**config.mk**
```make
export PLATFORM = sky130hd
export DESIGN_NAME = dmem_seq
export DESIGN_NICKNAME = d
export VERILOG_FILES = /design/src/rtl/dmem_seq.sv
export SDC_FILE = /design/constraint.sdc
export NUM_CORES = 1
export LEC_CHECK = 0
export ABC_AREA = 1
export CORE_ASPECT_RATIO = 0.8
export CORE_MARGIN = 2
export CORE_UTILIZATION = 46
export DETAILED_ROUTE_END_ITERATION = 12
export DONT_BUFFER_PORTS = 1
export GPL_TIMING_DRIVEN = 0
export PLACE_DENSITY = 0.65
export SLEW_MARGIN = 30
export SYNTH_ARGS = -nofsm -noshare
export SYNTH_HDL_FRONTEND = slang
export SYNTH_SLANG_ARGS = --single-unit
```
**constraint.sdc**
```tcl
create_clock -name clk -period 9.6 [get_ports clk]
set_clock_uncertainty 0.15 [all_clocks]
set_input_delay 1.44 -clock clk [delete_from_list [all_inputs] [get_ports clk]]
set_output_delay 1.44 -clock clk [all_outputs]
set_load 0.02 [all_outputs]
```
**src/rtl/dmem_seq.sv**
```systemverilog
// dmem_seq: parametrised data memory loaded with a default image by a one-word-per-clock sequencer.
// Define DMEM_WR_FWD_EN to make a same-cycle read and write of one in-range address return the write data.
module dmem_seq #(
    parameter int DW    = 8,
    parameter int AW    = 5,
    parameter int DEPTH = 32
) (
    input  logic          clk,
    input  logic          clr,
    input  logic          init_req,
    input  logic [AW-1:0] mem_a,
    input  logic          mem_re,
    input  logic          mem_we,
    input  logic [DW-1:0] mem_wd,
    output logic [DW-1:0] mem_rd,
    output logic          mem_rvalid,
    output logic          mem_err,
    output logic          busy,
    output logic          init_done
);
    typedef enum logic {INIT, IDLE} state_t;
    state_t state, state_d;
    logic [DW-1:0] mem [DEPTH];
    logic [AW-1:0] ptr, wr_a, rd_a;
    logic [DW-1:0] img, wr_d, ram_q, wd_q;
    logic [31:0]   pi;
    logic          in_range, last, acc, rd_en, wr_en, fwd, fwd_q, oor_q;
    assign in_range = {1'b0, mem_a} < (AW+1)'(DEPTH);
    assign last     = ptr == AW'(DEPTH-1);
    assign acc      = state == IDLE && !init_req && !clr;
    assign rd_en    = acc && mem_re;
    assign rd_a     = in_range ? mem_a : '0;
    assign busy     = state == INIT;
    assign pi       = 32'(ptr);
    assign img      = pi < 32'(DEPTH/2) ? DW'(pi) : DW'(32'(DEPTH/2) - pi);
`ifdef DMEM_WR_FWD_EN
    assign fwd = mem_we && in_range;
`else
    assign fwd = 1'b0;
`endif
    always_comb begin
        state_d = state;
        wr_en   = 1'b0;
        wr_a    = ptr;
        wr_d    = img;
        state_d = state == INIT ? (last ? IDLE : INIT) : (init_req ? INIT : IDLE);
        wr_en   = state == INIT ? !clr : acc && mem_we && in_range;
        wr_a    = state == INIT ? ptr : mem_a;
        wr_d    = state == INIT ? img : mem_wd;
    end
    // array has no reset so it maps onto RAM; the sequencer fills it instead
    always_ff @(posedge clk) begin
        if (wr_en) mem[wr_a] <= wr_d;
        if (rd_en) ram_q <= mem[rd_a];
    end
    always_ff @(posedge clk) begin
        if (clr) begin
            state      <= INIT;
            ptr        <= '0;
            init_done  <= 1'b0;
            mem_rvalid <= 1'b0;
            mem_err    <= 1'b0;
            oor_q      <= 1'b0;
            fwd_q      <= 1'b0;
            wd_q       <= '0;
        end else begin
            state      <= state_d;
            ptr        <= (state == INIT && !last) ? ptr + 1'b1 : '0;
            init_done  <= init_done || (state == INIT && last);
            mem_rvalid <= rd_en;
            mem_err    <= acc && (mem_re || mem_we) && !in_range;
            oor_q      <= !in_range;
            fwd_q      <= fwd;
            wd_q       <= mem_wd;
        end
    end
    assign mem_rd = (!mem_rvalid || oor_q) ? '0 : fwd_q ? wd_q : ram_q;
endmodule

```
Yosys cells after proc, flatten, opt, wreduce, memory -nomap -nowiden --
Memory sizes are Yosys's and may differ from the RTL's. A register that Yosys moved wholly into a read port is not among the register bits. Index checks and enable logic that the tools add are counted.
Cells by class: eq/ne operators 1, reduce and logical (&&, ||, !) cells 11, $add $sub $neg 2, bitwise gates (word level) 2, magnitude comparators 1, mux-type cells 10
Operators by type and width (count):
- $mux 8 | 3
- $logic_and 1x1->1 | 6
- $mux 1 | 6
- $sub 5x5->6 const A | 1
- $add 5x1->5 const B | 1
- $eq 5x5->1 const B | 1
- $lt 5x5->1 const B | 1
- $mux 5 | 1
- $logic_not 1->1 | 3
- $not 1->1 | 2
- $reduce_or 2->1 | 1
- $logic_or 1x1->1 | 1
Storage, ports and cells: bits of input ports 18, word-level logic and storage cells 32, RAM bits 256, output and inout bits 12, bits in registers 8, memories kept 1
Memory list:
- mem | words 32, width 8, rd ports 1, clocked after memory_dff 1, write ports 1, RTL line 23 | logic [DW-1:0] mem [DEPTH];

Depth between registers and ports, before layout --
Gate-level depths: netlist (run 1).
depth after elaboration 7, mapped depth 11, gate-level depth less buffers 10

Worst setup path before layout (run 1) --
OpenSTA, ideal clock, no wires.
kind reg-to-reg, start point reg ptr[1], end point mem mem[0][4] (data pin), setup time 0.454 ns, slack 6.361 ns, data arrival time 2.635 ns, stages on the path, launching flop included 8, period minus slack after synthesis 3.239 ns, path through dfxtp_1 > inv_1 > ha_1 > nor3b_1 > ha_1 > o21ai_0 > o21ai_0 > o21ai_0
Between the ends: cells in the longest elaborated chain, start to end 3, elaborated cells on any way between the ends 4
RTL lines:
- start: declaration | RTL line 24 | logic [AW-1:0] ptr, wr_a, rd_a;
- start signal: assignment | RTL line 68 | ptr <= (state == INIT && !last) ? ptr + 1'b1 : '0;
- $sub 5x5->6 / $lt 5x5->1 (equally long branches) | RTL line 35 | assign img = pi < 32'(DEPTH/2) ? DW'(pi) : DW'(32'(DEPTH/2) - pi);
- $mux 8 (*) | RTL line 35
- $mux 8 (*) | RTL line 49 | wr_d = state == INIT ? img : mem_wd;
- net wr_d[4] | RTL line 25 | logic [DW-1:0] img, wr_d, ram_q, wd_q;
- end: declaration | RTL line 23
Mark *: on every way through the listed nets, which the timed path passes. The rest lies on a longest branch.

Worst setup path in the final report (run 1) --
start point in mem_a[1], end point mem mem[18][1] (enable)
Between the ends: cells in the longest elaborated chain, start to end 1
RTL lines:
- start: declaration | RTL line 11 | input logic [AW-1:0] mem_a,
- $mux 5 | RTL line 48 | wr_a = state == INIT ? ptr : mem_a;
No other way between the ends.

==> results of run 1 <==
## kinds of logic (layout without fill, tap and decap cells)
kind of cell,count (synthesis),in the layout
flip-flops,272,272
AO/OA/AOI/OAI,18,18
AND/OR/NAND/NOR,650,650
adder cells (fa/ha/maj),4,4
other,1,2
buffers and inverters,93,150
## synth_stat cells, types with 2 or more instances
cell      count  area share
nand2_1     399        0.13
nor3_1        2     0.00088
nor2_1       46       0.015
a21oi_1       4      0.0018
buf_4        16       0.011
o21ai_0       9      0.0039
buf_1         5      0.0016
clkbuf_1      6      0.0020
edfxtp_1    264        0.69
nand3_1     197       0.086
buf_2        30       0.013
dfxtp_1       8       0.014
inv_1        31       0.010
clkinv_1      2     0.00066
inv_2         3     0.00099
ha_1          4      0.0044
nand3_2       4      0.0035
## worst max-delay path by stage
stage	end	cells after the start	from
floorplan	mem[0][4]$_DFFE_PP_	7	ptr[1]$_SDFF_PP0_
global placement	mem[29][4]$_DFFE_PP_	7	ptr[1]$_SDFF_PP0_
detailed placement	mem[18][1]$_DFFE_PP_	7	mem_a[1]
CTS	mem_rd[3]	3	mem_rvalid$_SDFF_PP0_
global route	mem[18][5]$_DFFE_PP_	7	mem_a[1]
finish	mem[18][1]$_DFFE_PP_	7	mem_a[1]
## through the flow
stage | total power, mW | hold WS [ns]
5_1_grt | 2.55 | 0.356
3_5_place_dp | 1.49 | 0.330
2_1_floorplan | 1.43 | 0.290
6_report | 2.47 | 0.343
3_3_place_gp | 1.48 | 0.320
4_1_cts | 2.48 | 0.344
## area by class of cell
| class | count | area [um2] |
|---|---|---|
| diodes | 1 | 2.50 |
| plain buffers | 57 | 312 |
| clock buffers | 35 | 716 |
| clock inverters | 13 | 116 |
| fillers | 2108 | 11600 |
| inverters | 36 | 135 |
| multi-input cells | 673 | 2920 |
| flip-flops and latches | 272 | 8090 |
| well taps | 318 | 398 |
| repair buffers | 9 | 129 |
## power by group through the flow
stage / Sequential (mW) / Combinational (mW) / Clock [mW]
floorplan: 1.33 / 0.0981 / 0
global placement: 1.33 / 0.148 / 0
detailed placement: 1.33 / 0.157 / 0
CTS: 1.31 / 0.158 / 1.01
global route: 1.31 / 0.175 / 1.07
finish: 1.31 / 0.161 / 1.01
## flip-flops by register name, indices dropped and copies added, names as in the netlist
register	cells
init_done	1
mem	256
mem_rvalid	1
ptr	5
ram_q	8
state	1
## worst max-delay path, delay by kind of cell
kind | cells | cell delay, ns
buffers and inverters | 3 | 0.40
AO/OA/AOI/OAI | 1 | 0.17
AND/OR/NAND/NOR | 3 | 1.16
## metal layers
layer	part of all wire	wire (um)	track usage
met4	0.027	763	0.0675
met2	0.43	12100	0.322
met3	0.088	2490	0.0415
met5	0	0	0
met1	0.45	12800	0.321
## cell usage in the layout (no fill, tap or decap), drive strengths merged
| cell type | n |
|---|---|
| o21ai | 10 |
| clkinvlp | 1 |
| nor3 | 2 |
| nor2 | 46 |
| conb | 1 |
| o211ai | 1 |
| dfxtp | 8 |
| clkbuf | 41 |
| nand2 | 399 |
| bufinv | 2 |
| nand4 | 1 |
| nor3b | 1 |
| a31oi | 1 |
| edfxtp | 264 |
| inv | 34 |
| clkinv | 12 |
| a21oi | 5 |
| o21bai | 1 |
| buf | 60 |
| diode | 1 |
| nand3 | 201 |
| ha | 4 |
==> impl_metrics.yaml, run 1 <==
synth:
  synthAdderAreaFrac: 0.00439
  ys_async_sr_fraction: 0
  synth_compound_area_frac: 0.00877
  ys_seq_area_frac: 0.709
  ys_ff_latch: 272
  synth-xor-area-share: 0
  ys_types: 25
  synth_top_family_by_area: "simple AND/OR/NAND/NOR gates"
  synth-edff-count: 264
  postSynthAreaPerCell_um2: 11.0
  synth-simple-area-share: 0.238
  netlist_instances: 1038
  synthMuxAreaShare: 0
  synth.net_count: 1060
  synth_ff_type: "edfxtp_1"
  synth_warnings: 0
  syn-cell-area_mm2: 0.0114
floorplanning:
  die_x_um: 180
  ioPinCount: 30
  rows: 51
  die_h_um: 145
  fp.coreArea_mm2: 0.0244
  die_area_mm2: 0.0261
  start_util: 0.468
finish:
  fin_nets: 1097
  final_core_util: 0.526
  fin_cells: 1414
  fin_area_mm2: 0.0128
  areaGrowthSynthToFinish_pct: 12.4
  layout-drive-gt1-share: 0.100
critical_path:
  setup.worst_path.start_class: "input port"
  r2r_slack_ns: 6.67
  cp_slowest_stage_delay_ns: 0.80
  crit_type: "in -> reg"
  cp_max_fo: 10
  rr_worst_depth: 10
  path_cells: "inv_1 > buf_2 > nand2_1 > o21ai_0 > inv_1 > nand3_2 > nor2_1"
  r2r-start: "ptr[0]$_SDFF_PP0_"
  cpMaxStageDelayCell: "nor2_1"
  critPathArrivalTime_ns: 3.18
  required_ns: 9.60
  r2r_end: "mem[20][3]$_DFFE_PP_"
  critPathCaptureType: "flip-flop"
  crit_top_cell: "inv_1"
route:
  drc: 0
  vias: 7723
  firstDrtPassIters: 6
  ant_nets: 0
  via_per_inst: 5.46
  drtIter0Drc: 991
  wl_per_cell_um: 19.9
  wl_mm: 28.1
clock_network:
  cts_setup_buffers: 0
  clk_pin_slew_ns: 0.06
  cts_sinks: 272
  cts_resized: 0
  ctsLongestPathBuffers: 3
  clockRootBuffer: "clkbuf_16"
  clk_latency_ns: 0.53
  cts-htree-levels: 1
  hold_buffers: 0
  numCtsBuffers: 26
  cts_tree: "yes"
global_routing:
  antenna_found_initial: 1
  grt_start_max_net_pins: 33
  grtUsageTotal: 0.215
  grt.overflow.total: 0
  grt_pass1_wl_mm: 41.8
  grt_pass1_vias: 7050
timing:
  fin_ws_ns: 6.43
  fin_crit_ns: 3.17
  drv_slew: 0
  period_share: 0.330
  rsz0062_at_grt: "no"
  finalHoldViolCount: 0
  relSlewSlack: 0.387
  fmax_mhz: 315
  tightest_slew_ns: 0.916
  finalSetupViolCount: 0
  timing.setup.tns_ns: 0
power_and_ir_drop:
  p_leak_nw: 4.91
  powerDensity_mw_per_mm2: 193
  internal_power_mw: 1.93
  ir_worst_vdd_v: 0.000172
  power_frac_comb: 0.065
  seq_power_share: 0.528
  p_clk_frac: 0.407
  p_sw_mw: 0.550
  power.share.switching: 0.222
run_status:
  status: "finished, final reports clean"
placement:
  dp_slack_ns: 5.92
  dp.cells: 1365
  place.gp.congestion: 0.916
  hpwl_mm: 19.6
  port_buffers: 0
  placed_cell_area_mm2: 0.0120
hold_path:
  hp-start: "ptr[0]$_SDFF_PP0_"
  hold_path_end: "ptr[0]$_SDFF_PP0_"
  min_path_cells: 1
  hp-class: "reg -> reg"
run:
  maxCapViolCount: 0
Power figures use the tool's default switching activity.
==> run 2: changes to the inputs <==
Settings changed: PLACE_DENSITY 0.65 to 0.67.
Clock period 9.6 ns to 2.9 ns, I/O delays scaled along.
==> impl_metrics.yaml, run 2 (synthesized netlist as in run 1, its figures left out) <==
route:
  wl_mm: 28.1
  drtIter0Drc: 794
  via_per_inst: 5.41
  ant_nets: 0
  firstDrtPassIters: 6
  wl_per_cell_um: 19.8
  vias: 7681
  drc: 0
hold_path:
  hp-start: "mem_wd[0]"
  hp-class: "in -> reg"
  hold_path_end: "mem[18][0]$_DFFE_PP_"
  min_path_cells: 2
floorplanning:
  rows: 51
  die_x_um: 180
  ioPinCount: 30
  die_h_um: 145
  fp.coreArea_mm2: 0.0244
  die_area_mm2: 0.0261
  start_util: 0.468
placement:
  placed_cell_area_mm2: 0.0120
  hpwl_mm: 19.4
  port_buffers: 0
  dp_slack_ns: 0.0920
  place.gp.congestion: 0.903
global_routing:
  grt_pass1_wl_mm: 42.8
  grt.overflow.total: 0
  grt_pass1_vias: 7406
  grt_start_max_net_pins: 33
  antenna_found_initial: 0
  grtUsageTotal: 0.219
finish:
  fin_area_mm2: 0.0128
  fin_nets: 1103
  largest_reg_flops: 256
  mostFrequentLayoutCells: "396 x nand2_1, 264 x edfxtp_1, 196 x nand3_1, 46 x nor2_1, 33 x buf_2"
  largest_register: "mem"
  areaGrowthSynthToFinish_pct: 12.5
  diodes: 0
  layout-drive-gt1-share: 0.0936
  layout_commonest_cell: "nand2_1"
  top_regs: "mem (256), ram_q (8), ptr (5)"
clock_network:
  clockRootBuffer: "clkbuf_16"
  clk_pin_slew_ns: 0.06
  ctsLongestPathBuffers: 3
  numCtsBuffers: 26
  cts_resized: 0
  clk_latency_ns: 0.53
  cts_tree: "yes"
  cts-htree-levels: 1
  cts_sinks: 272
run_status:
  status: "finished, final reports clean"
critical_path:
  setup.worst_path.start_class: "flip-flop"
  critPathArrivalTime_ns: 2.83
  r2r-start: "ptr[0]$_SDFF_PP0_"
  critPathCaptureType: "flip-flop"
  rr_worst_depth: 10
  r2r_end: "mem[26][3]$_DFFE_PP_"
  r2r_slack_ns: 0.17
  crit_type: "reg -> reg"
  required_ns: 3.01
  cp_max_fo: 24
timing:
  finalHoldViolCount: 0
  period_share: 0.940
  relSlewSlack: 0.394
  tightest_slew_ns: 0.906
  fin_ws_ns: 0.174
  fmax_mhz: 367
  rsz0062_at_grt: "no"
  drv_slew: 0
  fin_crit_ns: 2.73
  finalSetupViolCount: 0
  timing.setup.tns_ns: 0
run:
  maxCapViolCount: 0
power_and_ir_drop:
  ir_worst_vdd_v: 0.000370
  powerDensity_mw_per_mm2: 624
  finalPower_mw: 8.01
  p_leak_nw: 4.90
[run 2: cell types whose count changed in the layout (fill, tap and decap cells not counted)]
cell | before | now
clkbuf_1 | 13 | 18
buf_12 | 0 | 2
buf_8 | 1 | 2
clkinv_2 | 9 | 1
buf_16 | 3 | 2
bufinv_16 | 2 | 0
clkbuf_8 | 1 | 2
buf_2 | 34 | 33
diode_2 | 1 | 0
buf_4 | 16 | 17
clkinv_1 | 3 | 7
dlygate4sd3_1 | 0 | 4
[run 2: area by class of cell]
cell class | count | area [um2]
Fill cell | 2106 | 11500
Clock buffer | 41 | 748
Clock inverter | 7 | 31.3
Multi-Input combinational cell | 673 | 2920
Buffer | 57 | 312
Sequential cell | 272 | 8090
Inverter | 36 | 135
Tap cell | 318 | 398
Timing Repair Buffer | 15 | 199
[run 2: worst max path at each step]
stage / slack [ns] / to / from / depth (start not counted)
after floorplan: 0.20 / mem[0][4]$_DFFE_PP_ / ptr[1]$_SDFF_PP0_ / 7
after global placement: -1.59 / mem[28][4]$_DFFE_PP_ / ptr[1]$_SDFF_PP0_ / 7
after detailed placement: 0.09 / mem[28][4]$_DFFE_PP_ / ptr[0]$_SDFF_PP0_ / 8
after CTS: 0.07 / mem[26][4]$_DFFE_PP_ / ptr[0]$_SDFF_PP0_ / 8
after global routing: 0.03 / mem[25][3]$_DFFE_PP_ / ptr[0]$_SDFF_PP0_ / 10
final: 0.17 / mem[26][3]$_DFFE_PP_ / ptr[0]$_SDFF_PP0_ / 10
[run 2: critical path: stages, from the launching register on]
cell	delay, ns
dfxtp_1	0.35
inv_1	0.16
ha_1	0.22
nor3b_1	0.19
ha_1	0.19
inv_1	0.06
nand2_1	0.07
o21ai_0	0.15
o21ai_0	0.25
nand3_2	0.35
buf_16	0.30
[run 2: power by group]
part / switching (mW) / leakage [nW] / internal (mW)
sequential: 0.0104 / 2.48 / 4.31
combinational: 0.381 / 2.05 / 0.153
clock: 1.39 / 0.373 / 1.76
total: 1.78 / 4.90 / 6.23
[run 2: stage by stage]
stage               std cells   util  hold WS, ns
CTS                      1417  0.525        0.132
floorplan                1038      -        0.290
global route             1419  0.527        0.151
global placement         1356  0.485        0.330
finish                   1419  0.527        0.142
detailed placement       1365  0.491        0.345
[run 2: what timing repair did]
item                       CTS  global route
hold buffers                 4             0
hold endpoints to repair     3             0
setup buffers                0             2
setup endpoints to repair    0            15
[run 2: layer usage]
| metal | track usage | vias up | routed length, um |
|---|---|---|---|
| li1 | - | 3646 | - |
| met1 | 0.321 | 3685 | 12700 |
| met2 | 0.336 | 300 | 12300 |
| met3 | 0.0460 | 50 | 2510 |
| met4 | 0.0526 | 0 | 583 |
| met5 | 0 | - | 0 |
==> run 3: changes to the inputs <==
Settings changed: MAX_ROUTING_LAYER set to met4.
==> impl_metrics.yaml, run 3 (synthesized netlist as in run 1, its figures left out) <==
timing:
  period_share: 0.943
  holdWs_ns: 0.141
  finalHoldViolCount: 0
  tightest_slew_ns: 0.909
  relSlewSlack: 0.392
  finalSetupViolCount: 0
  fin_ws_ns: 0.165
  rsz0062_at_grt: "no"
  fin_crit_ns: 2.73
  drv_slew: 0
  fmax_mhz: 366
  timing.setup.tns_ns: 0
floorplanning:
  start_util: 0.468
  ioPinCount: 30
  fp.coreArea_mm2: 0.0244
  die_area_mm2: 0.0261
  die_h_um: 145
  die_x_um: 180
  rows: 51
clock_network:
  ctsLongestPathBuffers: 3
  cts_tree: "yes"
  cts_resized: 0
  clockRootBuffer: "clkbuf_16"
  clk_latency_ns: 0.53
  clk_pin_slew_ns: 0.06
  numCtsBuffers: 26
  cts_sinks: 272
  cts-htree-levels: 1
power_and_ir_drop:
  p_clk_frac: 0.394
  power.share.switching: 0.223
  seq_power_share: 0.539
  p_sw_mw: 1.79
  finalPower_mw: 8.02
  power_frac_comb: 0.067
  p_leak_nw: 4.90
  powerDensity_mw_per_mm2: 625
  ir_worst_vdd_v: 0.000370
  internal_power_mw: 6.23
route:
  firstDrtPassIters: 5
  drtIter0Drc: 867
  ant_nets: 0
  via_per_inst: 5.43
  wl_per_cell_um: 19.8
  drc: 0
  vias: 7703
  wl_mm: 28.1
critical_path:
  cp_slowest_stage_delay_ns: 0.80
  crit_top_cell: "nor2_1"
  cp_top_family: "simple AND/OR/NAND/NOR gates"
  path_cells: "buf_4 > inv_2 > nor2_1 > nand3_1 > nand2_1 > nand3_2 > nor2_1"
  required_ns: 2.90
  critical_path_buf_inv_count: 2
  cpMaxStageDelayCell: "nor2_1"
  critPathArrivalTime_ns: 2.73
  crit_type: "reg -> reg"
  setup.worst_path.start_class: "flip-flop"
  critPathCaptureType: "flip-flop"
  cp_max_fo: 9
hold_path:
  hp-class: "in -> reg"
placement:
  hpwl_mm: 19.4
  dp_slack_ns: 0.0920
  port_buffers: 0
  place.gp.congestion: 0.919
global_routing:
  grt.overflow.total: 0
  antenna_found_initial: 0
  grt_pass1_vias: 7399
  grt_pass1_wl_mm: 42.9
  grtUsageTotal: 0.226
  grt_start_max_net_pins: 33
finish:
  largest_register: "mem"
  fin_nets: 1103
  diodes: 0
  mostFrequentLayoutCells: "396 x nand2_1, 264 x edfxtp_1, 196 x nand3_1, 46 x nor2_1, 33 x buf_2"
  top_regs: "mem (256), ram_q (8), ptr (5)"
  areaGrowthSynthToFinish_pct: 12.5
  layout_commonest_cell: "nand2_1"
  layout-drive-gt1-share: 0.0936
  largest_reg_flops: 256
run:
  maxCapViolCount: 0
run_status:
  status: "finished, final reports clean"
## run 3: cell counts in the layout (fill, tap and decap cells not counted)
No cell type changed its count.
## run 3: final timing paths
check	start	end	slack, ns	cells after the start
setup / recovery	state$_SDFF_PP0_	mem[10][5]$_DFFE_PP_	0.17	7
hold / removal	mem_wd[0]	mem[18][0]$_DFFE_PP_	0.14	2
setup reg to reg	state$_SDFF_PP0_	mem[10][5]$_DFFE_PP_	0.17	7
hold reg to reg	ptr[0]$_SDFF_PP0_	ptr[0]$_SDFF_PP0_	0.35	1
## run 3: area by class of cell
type | count | area (um2)
clock inverter | 7 | 31.3
clock buffer | 41 | 748
timing repair buffer | 15 | 199
fill | 2106 | 11500
inverter | 36 | 135
multi-input combinational | 673 | 2920
sequential | 272 | 8090
buffer | 57 | 312
tap | 318 | 398
## run 3: what timing repair did
| action | 4_1_cts | 5_1_grt |
|---|---|---|
| endpoints found under the hold margin | 3 | 0 |
| buffers inserted | 0 | 2 |
| hold buffers | 4 | 0 |
| setup endpoints to repair | 0 | 15 |
## run 3: power by group through the flow
stage | Clock [mW] | Combinational [mW] | Sequential, mW
2_1_floorplan | 0 | 0.325 | 4.41
3_3_place_gp | 0 | 0.489 | 4.41
3_5_place_dp | 0 | 0.518 | 4.41
4_1_cts | 3.17 | 0.524 | 4.32
5_1_grt | 3.31 | 0.587 | 4.32
6_report | 3.16 | 0.534 | 4.32
## run 3: metrics by stage
stage	utilization	cell area, um2	std cells
3_3_place_gp	0.485	11800	1356
3_5_place_dp	0.491	12000	1365
4_1_cts	0.525	12800	1417
6_report	0.527	12800	1419
5_1_grt	0.527	12800	1419
2_1_floorplan	-	11400	1038
## run 3: metal layers
| metal | up-vias | track usage | wire (um) |
|---|---|---|---|
| li1 | 3640 | - | - |
| met2 | 318 | 0.335 | 12300 |
| met3 | 54 | 0.0465 | 2560 |
| met4 | 0 | 0.0539 | 603 |
| met5 | - | - | 0 |
| met1 | 3691 | 0.322 | 12700 |
